--- config.mk ---
export PLATFORM = sky130hd
export DESIGN_NAME = branch_resolve_unit
export DESIGN_NICKNAME = d
export VERILOG_FILES = /design/src/rtl/branch_resolve_unit.sv
export SDC_FILE = /design/constraint.sdc
export NUM_CORES = 1
export LEC_CHECK = 0
export ABC_AREA = 1
export BUFFER_PORTS_ARGS = -buffer_cell sky130_fd_sc_hd__buf_2
export CELL_PAD_IN_SITES_DETAIL_PLACEMENT = 0
export CELL_PAD_IN_SITES_GLOBAL_PLACEMENT = 2
export CORE_MARGIN = 5
export CORE_UTILIZATION = 29
export DETAILED_ROUTE_END_ITERATION = 16
export GPL_ROUTABILITY_DRIVEN = 0
export PLACE_DENSITY = 0.87
export SLEW_MARGIN = 10
export SYNTH_ARGS = -nofsm -noshare
export SYNTH_HDL_FRONTEND = slang
export SYNTH_SLANG_ARGS = --single-unit
export TNS_END_PERCENT = 20
--- constraint.sdc ---
create_clock -name i_clk -period 3.9 [get_ports i_clk]
set_input_delay 0.195 -clock i_clk [delete_from_list [all_inputs] [get_ports i_clk]]
set_output_delay 0.195 -clock i_clk [all_outputs]
set_load 0.03 [all_outputs]
--- src/rtl/branch_resolve_unit.sv ---
// Execute-stage branch resolution: computes the real next PC, issues a registered
// redirect on mispredict, produces the JAL/JALR link value and flags misaligned targets.
module branch_resolve_unit #(
  parameter int XLEN      = 32,
  parameter int CNT_WIDTH = 32
) (
  input  logic                 i_clk,
  input  logic                 i_rst,
  input  logic                 i_valid,
  output logic                 o_ready,
  input  logic [1:0]           i_op,
  input  logic                 i_cond,
  input  logic                 i_pred_taken,
  input  logic [XLEN-1:0]      i_pc,
  input  logic [XLEN-1:0]      i_imm,
  input  logic [XLEN-1:0]      i_rs1,
  output logic                 o_link_valid,
  output logic [XLEN-1:0]      o_link,
  output logic                 o_redirect_valid,
  input  logic                 i_redirect_ready,
  output logic [XLEN-1:0]      o_redirect_pc,
  output logic                 o_flush,
  output logic                 o_misaligned,
  output logic [XLEN-1:0]      o_bad_addr,
  output logic [CNT_WIDTH-1:0] o_mispredict_count
);

  typedef enum logic {IDLE, REDIRECT} state_t;

  localparam logic [1:0] OP_NONE = 2'b00;
  localparam logic [1:0] OP_BR   = 2'b01;
  localparam logic [1:0] OP_JAL  = 2'b10;
  localparam logic [1:0] OP_JALR = 2'b11;

  localparam logic [XLEN-1:0]      PC_STEP = XLEN'(4);
  localparam logic [CNT_WIDTH-1:0] CNT_ONE = CNT_WIDTH'(1);

  state_t state;

  logic            accept_p0;
  logic            taken_p0;
  logic            is_jump_p0;
  logic            misaligned_p0;
  logic            mispredict_p0;
  logic [XLEN-1:0] seq_pc_p0;
  logic [XLEN-1:0] br_tgt_p0;
  logic [XLEN-1:0] target_p0;
  logic [XLEN-1:0] actual_p0;
  logic [XLEN-1:0] pred_p0;

  // JALR clears bit 0 of the base+offset sum; everything else is pc-relative.
  function automatic logic [XLEN-1:0] jump_target(input logic [1:0]      op,
                                                  input logic [XLEN-1:0] pc,
                                                  input logic [XLEN-1:0] rs1,
                                                  input logic [XLEN-1:0] imm);
    logic [XLEN-1:0] sum;
    if (op == OP_JALR) begin
      sum = rs1 + imm;
      return {sum[XLEN-1:1], 1'b0};
    end
    return pc + imm;
  endfunction

  // Stage p0: combinational resolution of the instruction presented this cycle
  always_comb begin
    accept_p0  = i_valid && o_ready;
    seq_pc_p0  = i_pc + PC_STEP;
    br_tgt_p0  = i_pc + i_imm;
    target_p0  = jump_target(i_op, i_pc, i_rs1, i_imm);
    is_jump_p0 = i_op[1];

    case (i_op)
      OP_BR:   taken_p0 = i_cond;
      OP_JAL,
      OP_JALR: taken_p0 = 1'b1;
      default: taken_p0 = 1'b0;
    endcase

    actual_p0 = taken_p0 ? target_p0 : seq_pc_p0;

    // Decode already steers JAL to its target; JALR and non-branches fall through.
    case (i_op)
      OP_BR:   pred_p0 = i_pred_taken ? br_tgt_p0 : seq_pc_p0;
      OP_JAL:  pred_p0 = target_p0;
      default: pred_p0 = seq_pc_p0;
    endcase

    misaligned_p0 = taken_p0 && (target_p0[1:0] != 2'b00);
    mispredict_p0 = !misaligned_p0 && (actual_p0 != pred_p0);
  end

  // Stage p1: registered outputs and redirect handshake state
  always_ff @(posedge i_clk) begin
    if (i_rst) begin
      state              <= IDLE;
      o_ready            <= 1'b1;
      o_redirect_valid   <= 1'b0;
      o_redirect_pc      <= '0;
      o_flush            <= 1'b0;
      o_misaligned       <= 1'b0;
      o_bad_addr         <= '0;
      o_link_valid       <= 1'b0;
      o_link             <= '0;
      o_mispredict_count <= '0;
    end else begin
      o_flush      <= 1'b0;
      o_misaligned <= 1'b0;
      o_link_valid <= 1'b0;

      case (state)
        IDLE: begin
          if (accept_p0) begin
            if (is_jump_p0) begin
              o_link_valid <= 1'b1;
              o_link       <= seq_pc_p0;
            end
            if (misaligned_p0) begin
              o_misaligned <= 1'b1;
              o_bad_addr   <= target_p0;
              o_flush      <= 1'b1;
            end else if (mispredict_p0) begin
              state              <= REDIRECT;
              o_ready            <= 1'b0;
              o_redirect_valid   <= 1'b1;
              o_redirect_pc      <= actual_p0;
              o_flush            <= 1'b1;
              o_mispredict_count <= o_mispredict_count + CNT_ONE;
            end
          end
        end
        REDIRECT: begin
          if (i_redirect_ready) begin
            state            <= IDLE;
            o_ready          <= 1'b1;
            o_redirect_valid <= 1'b0;
          end
        end
        default: begin
          state            <= IDLE;
          o_ready          <= 1'b1;
          o_redirect_valid <= 1'b0;
        end
      endcase
    end
  end

endmodule

### Word-level counts from Yosys, hierarchy flattened

Index checks and enable logic that the tools add are counted.

| word-level totals | value |
|---|---|
| bits of input ports | 104 |
| register bits | 134 |

| cells by class | value |
|---|---|
| multiplexer cells | 25 |
| reduce and logical (&&, ||, !) cells | 11 |
| bitwise logic cells | 3 |
| $add $sub $neg | 4 |
| eq/ne operators | 8 |

Operators with widths:

| operator | count |
|---|---|
| $mux 32 | 4 |
| $add 32x32->32 | 2 |
| $pmux 32 s2 | 1 |
| $add 32x1->32 const B | 1 |
| $add 32x3->32 const B | 1 |
| $ne 32x32->1 | 1 |
| $mux 1 | 16 |
| $ne 2x2->1 const B | 4 |
| $pmux 1 s2 | 4 |
| $reduce_and 4->1 | 2 |
| $reduce_and 3->1 | 2 |
| $eq 2x2->1 const B | 2 |
| $logic_and 1x1->1 | 3 |
| $not 1->1 | 3 |
| $reduce_or 3->1 | 1 |
| $eq 2x1->1 const B | 1 |
| $reduce_bool 2->1 | 1 |
| $reduce_or 2->1 | 1 |
| $logic_not 1->1 | 1 |

### Logic depth before layout (Yosys ltp)

Gate-level depths: netlist of the first run.

| depth | value |
|---|---|
| word-level depth | 11 |
| mapped depth | 28 |
| gate-level depth less buffers | 27 |

### Least setup slack after synthesis of the first run

No wires, ideal clock.

| timing path | value |
|---|---|
| path type | input port to flip-flop |
| start | input i_pc[0] |
| end | register o_mispredict_count[15] |
| arrival | 2743 ps |
| cell stages on the path | 21 |
| data required time | 3761 ps |
| setup slack | 1018 ps |
| path through | ha_1 -> inv_1 -> fa_1 -> or2_2 -> o21ai_0 -> nand3b_1 -> nand2_1 -> nand3_1 -> nand2_1 -> nor2_1 -> nand3_1 -> nor2_1 -> nand2_1 -> nor2_1 -> nand2_1 -> nor3_2 -> nand3_2 -> buf_2 -> buf_2 -> nand4_1 -> a21oi_2 |

| on the way | value |
|---|---|
| cells in the longest elaborated chain, start to end | 7 |
| elaborated cells between the ends (all ways) | 13 |
| those cells by class | add/sub (2); eq/ne (1); mux (4); bitwise (1); reduce/logical (5) |

RTL lines:

| what | RTL line | text |
|---|---|---|
| start, declared | 14 | `input logic [XLEN-1:0] i_pc,` |
| parallel branches: the longest is 6 deep, another holds $add 32x32->32 | n/a |  |
| $reduce_and 4->1 (no source line) * | n/a |  |
| end signal, assigned | 127 | `o_mispredict_count <= o_mispredict_count + CNT_ONE;` |
| end, declared | 25 | `output logic [CNT_WIDTH-1:0] o_mispredict_count` |

Mark *: on every way between the ends.
A chain may end at the register's enable or synchronous reset.

### Final worst setup path of the first run

| timing path | value |
|---|---|
| start | input i_pc[8] |
| end | register o_redirect_pc[19] |

| on the way | value |
|---|---|
| cells in the longest elaborated chain, start to end | 6 |
| elaborated cells between the ends (all ways) | 9 |
| those cells by class | add/sub (2); eq/ne (1); mux (4); reduce/logical (2) |

RTL lines:

| what | RTL line | text |
|---|---|---|
| $add 32x32->32 / $add 32x3->32 (equally long branches) | 61, 68, 67 |  |
| $mux 32, on equally long branches | 61, 83 |  |
| $pmux 32 s2 / $mux 32 (equally long branches) | 82, 79 |  |
| $ne 32x32->1 | 89 | `mispredict_p0 = !misaligned_p0 && (actual_p0 != pred_p0);` |
| $logic_and 1x1->1 | 89 |  |
| $reduce_and 4->1 (no source line) | n/a |  |
| end signal, assigned | 125 | `o_redirect_pc <= actual_p0;` |
| end, declared | 21 | `output logic [XLEN-1:0] o_redirect_pc,` |

Parallel ways exist; a longest one is shown, timed or not.

==> qor.yml, run 1 <==
io_pins: 237
finalNonFillerCells: 3552
power_density_nw_per_um2: 331
crit_required_ps: 4260
maxSlewViolCount: 0
grt_remaining_overflow: 0
period_needed_ps: 3320
syn-num-nets: 2846
clkTransAtPathRegs_ps: 60
postCtsSetupBuffers: 0
slowest_stage: "ha_1"
wl_per_cell_um: 17.8
worstPathCellList: "buf_2, ha_1, nand2_1, nor2_1, nand3_1, nand3_1, nand2_1, nand2_1, nand2_1, nand3_1, nand3_1, nand2_1, inv_2, nand2_1, nand2_1, nor2_1, nand2_1, nor2_2, nand3_2, nand3_2, buf_12, nand2_1, a21oi_1"
coreArea_um2: 49200
cts-root-buf: "clkbuf_16"
path_max_fanout: 35
synth.most_common_cell: "nand2_1"
ys_types: 48
synthSimpleGateAreaFrac: 0.482
hold_buffers: 0
synthCells: 2673
ant_nets: 0
numCtsBuffers: 17
num_vias: 17200
finalSetupTns_ps: 0
cp-start-kind: "input port"
yosysWarnings: 0
drive_gt1_frac: 0.123
finalCritPeriodShare: 0.852
ys_seq_area_frac: 0.185
yosys.area.top_type: "nand2_1"
antenna_found_initial: 4
place_inst: 3519
area_growth_pct: 17.8
wirelength_um: 63100
finalHoldViolations: 0
grt_usage: 0.228
p_leak_uw: 0.00955
synth_common_cells: "nand2_1, inv_1, nand3_1"
vdd_drop_max_mv: 0.290
dr.pass1.iters: 6
synth_top_area_share: 0.266
die_w_um: 233
worstPathBufferInverterCount: 3
setup_violations: 0
drc: 0
grt_pass1_wl_um: 96000
avgSynthCellArea_um2: 5.41
synth_compound_area_frac: 0.0924
io_buffers: 236
path_class: "input port to flop"
tightest_slew_ps: 855
place_hpwl_um: 52700
cts_sinks: 134
ys_ff_latch: 134
max_stage_delay_ps: 430
synth.area.top_cells: "nand2_1, dfxtp_1, inv_1, nand3_1, ha_1"
initialDrtViolationCount: 1398
num_rows: 81
maxCapViolations: 0
cts.repair.resized: 0
viasPerCell: 4.85
async_reset_ff_frac: 0
synth_mux_area_frac: 0
hold_path.class: "input port to flop"
slew_headroom: 0.430
layout.nets: 3048
arrival_ps: 3680
cp_common_cell: "nand2_1"
path_delay_family: "simple AND/OR/NAND/NOR gates"
synth_top_family_by_area: "simple AND/OR/NAND/NOR gates"
timing.fmax_mhz: 301
end_kind: "flop"
rsz0062_at_grt: "false"
die_area_um2: 54400
start_util: 0.294
cts_buffer_depth: 2
insertedDiodeCount: 0
run_status: "finished clean"
netlist_area_um2: 14500
tritoncts: "yes"
cts_max_level: 4
synth_xor_area_frac: 0.0380
grt_pass1_vias: 16200
grt_start_max_net_pins: 70
die_y_um: 233
synth_edf_count: 0
ys.flop_type: "dfxtp_1"
clock_latency_ps: 440
skew_ps: 11.9
synthAdderAreaFrac: 0.0607
-- sequential cells by signal, indices dropped and copies added, names as in the netlist --
name,count
o_bad_addr,32
o_flush,1
o_link,32
o_link_valid,1
o_misaligned,1
o_mispredict_count,32
o_ready,1
o_redirect_pc,32
o_redirect_valid,1
state,1
-- per-layer routing --
metal  global-route usage  part of all wire
met1                0.301              0.44
met2                0.383              0.46
met3               0.0382             0.064
met4               0.0681             0.032
met5                    0           0.00093
-- cells by family (layout without fill, tap and decap cells) --
logic type	Yosys count	in the layout
fa+ha+maj	69	69
buf+inv	529	744
flops	134	134
simple gates	1644	1644
xor+xnor	61	61
compound gates	236	236
-- final cells by class --
type / count / area (um^2)
clock buffers: 17 / 425
clock inverters: 15 / 218
fillers: 5661 / 32100
inverters: 446 / 1680
multi-input cells: 2010 / 9740
flip-flops and latches: 134 / 2680
well taps: 664 / 831
repair buffers: 266 / 1460
-- where the power goes --
group          leakage (uW)  switching (uW)  internal [uW]
Sequential          0.00109            63.7           1480
Combinational       0.00814            1640            682
Clock              0.000311             686           1090
-- cells in the final DEF, fill, tap and decap left out, types with 9 or more instances in the layout --
master,count
a21oi_1,129
buf_2,236
buf_4,26
clkbuf_16,17
dfxtp_1,134
ha_1,67
inv_1,427
inv_2,14
nand2_1,1024
nand2_2,9
nand3_1,295
nand4_1,86
nor2_1,156
nor3_1,32
o211ai_1,31
o21ai_0,40
o21ai_1,12
xnor2_1,18
xor2_1,41
-- worst reg2reg max path: stages (launching register included) --
cell	delay [ps]
dfxtp_1	420
ha_1	250
inv_1	100
nor3_1	400
nand2_1	230
nor3_1	290
xor2_1	170
nand4_1	100
a21oi_1	150
-- stage by stage --
step,hold WS [ps],utilization,power [uW],area (um^2),setup WS (ps)
4_1_cts,1.37,0.346,5670,17000,613
5_1_grt,30.1,0.347,6030,17000,159
3_3_place_gp,439,0.333,3860,16400,159
2_1_floorplan,285,-,3130,14500,1020
6_report,15.2,0.347,5630,17000,579
3_5_place_dp,438,0.333,3870,16400,161
-- worst paths after layout --
kind         slack, ps                      to  cells after the start             startpoint
max                580       o_redirect_pc[19]                     23                i_pc[8]
min                 20                 o_ready                      3       i_redirect_ready
max reg2reg       1700  o_mispredict_count[24]                      8  o_mispredict_count[0]
min reg2reg        440        o_redirect_valid                      2       o_redirect_valid
Note: power is estimated with default switching activity, not from simulation.
==> inputs of run 2 (changes only) <==
CTS_CLUSTER_DIAMETER = 150   (was unset)
RECOVER_POWER = 25   (was unset)
==> qor.yml, run 2 (synthesis gave the netlist of run 1 again) <==
finalSetupTns_ps: 0  # unchanged
slew_headroom: 0.423  # -0.00715
rsz0062_at_grt: "false"
die_y_um: 233  # unchanged
period_needed_ps: 3320  # -4.83 ps
finalHoldViolations: 0  # unchanged
maxSlewViolCount: 0  # unchanged
vdd_drop_max_mv: 0.290  # about the same
crit_required_ps: 4260  # about the same
path_class: "input port to flop"
antenna_found_initial: 4  # unchanged
cts-root-buf: "clkbuf_16"
hold_buffers: 0  # unchanged
grt_busiest_layer: "met2"
cts.repair.resized: 0  # unchanged
groute.layer.met2.usage: 0.383  # unchanged
grt_start_max_net_pins: 70  # unchanged
skew_ps: 9.62  # -2.29 ps
cp_common_cell: "nand2_1"
place_hpwl_um: 52700  # unchanged
final_common_cell: "nand2_1"
power_uw: 5620  # -0.29%
die_w_um: 233  # unchanged
finalCritPeriodShare: 0.850  # -0.00124
clock_latency_ps: 440  # about the same
num_vias: 17200  # +0.16%
initialDrtViolationCount: 1476  # +5.6%
placed_cell_area_um2: 16400  # unchanged
area_growth_pct: 17.2
numCtsBuffers: 17  # unchanged
die_area_um2: 54400  # unchanged
use_met1: 0.301  # unchanged
viasPerCell: 4.85  # +0.13%
hold_path.class: "input port to flop"
drive_gt1_frac: 0.101  # -0.0225
clkTransAtPathRegs_ps: 60  # about the same
met3_usage: 0.0382  # unchanged
run_status: "finished clean"
tightest_slew_ps: 865  # +10.7 ps
grt_pass1_wl_um: 96000  # unchanged
io_pins: 237  # unchanged
worstPathCellList: "buf_2, ha_1, nand2_1, nor2_1, nand3_1, nand3_1, nand2_1, nand2_1, nand2_1, nand3_1, nand3_1, nand2_1, inv_2, nand2_1, nand2_1, nor2_1, nand2_1, nor2_2, nand3_2, nand3_2, buf_12, nand2_1, a21oi_1"
timing.fmax_mhz: 302  # +0.15%
grt_usage: 0.228  # unchanged
start_util: 0.294  # unchanged
wl_per_cell_um: 17.8  # about the same
wirelength_um: 63100  # about the same
layout_common_cells: "nand2_1, inv_1, nand3_1"
power_density_nw_per_um2: 331  # +0.17%
drc: 0  # unchanged
end_kind: "flop"
grt_pass1_vias: 16200  # unchanged
layout.nets: 3048  # unchanged
grt_remaining_overflow: 0  # unchanged
fin_area_um2: 17000  # -0.46%
io_buffers: 236  # unchanged
max_stage_delay_ps: 430  # about the same
num_rows: 81  # unchanged
path_delay_family: "simple AND/OR/NAND/NOR gates"
arrival_ps: 3670  # about the same
cp-start-kind: "input port"
path_max_fanout: 35  # unchanged
cts_max_level: 4  # unchanged
tritoncts: "yes"
slowest_stage: "ha_1"
coreArea_um2: 49200  # unchanged
worstPathBufferInverterCount: 3  # unchanged
cts_sinks: 134  # unchanged
cts_buffer_depth: 2  # unchanged
postCtsSetupBuffers: 0  # unchanged
maxCapViolations: 0  # unchanged
dr.pass1.iters: 6  # unchanged
p_leak_uw: 0.00928  # -2.8%
setup_violations: 0  # unchanged
ant_nets: 0  # unchanged
run 2: cell types whose count changed in the layout (fill, tap and decap cells not counted):
cell      change
buf_2        -65
clkbuf_1     +65
diode_2       +1
run 2: worst paths after layout:
path | start | end | slack [ps] | depth (start not counted)
worst min register to register | o_redirect_valid | o_redirect_valid | 450 | 2
worst max register to register | o_mispredict_count[0] | o_mispredict_count[24] | 1710 | 8
worst min-delay path | i_redirect_ready | o_ready | 10 | 3
worst max-delay path | i_pc[8] | o_redirect_pc[19] | 580 | 23
run 2: routing by layer:
layer	wire (um)	share of wire	vias up
met4	2060	0.033	8
met5	59	0.00093	-
met2	29100	0.46	534
li1	-	-	8843
met3	4060	0.064	85
met1	27900	0.44	7773
run 2: cell type report:
class / instances / area [um^2]
sequential: 134 / 2680
tap: 664 / 831
multi-input combinational: 2010 / 9740
inverter: 446 / 1680
clock inverter: 15 / 218
clock buffer: 17 / 425
timing repair buffer: 266 / 1380
antenna: 1 / 2.50
fill: 5697 / 32200
run 2: report_power, final:
group	internal [uW]	switching, uW	leakage (uW)
clock	1090	689	0.000311
combinational	664	1630	0.00788
sequential	1480	65.0	0.00109
run 2: metrics by stage:
| step | cells | hold slack (ps) | setup WS [ps] | utilization |
|---|---|---|---|---|
| 2_1_floorplan | 2673 | 285 | 1020 | - |
| 3_3_place_gp | 3519 | 439 | 159 | 0.333 |
| 3_5_place_dp | 3519 | 438 | 161 | 0.333 |
| 4_1_cts | 3551 | 1.37 | 613 | 0.346 |
| 5_1_grt | 3552 | 30.1 | 159 | 0.345 |
| 6_report | 3553 | 14.8 | 584 | 0.345 |
run 2: worst min-delay path, cell delays in order:
cell and delay [ps]:
buf_2 80, a21oi_1 80, nand2_1 70
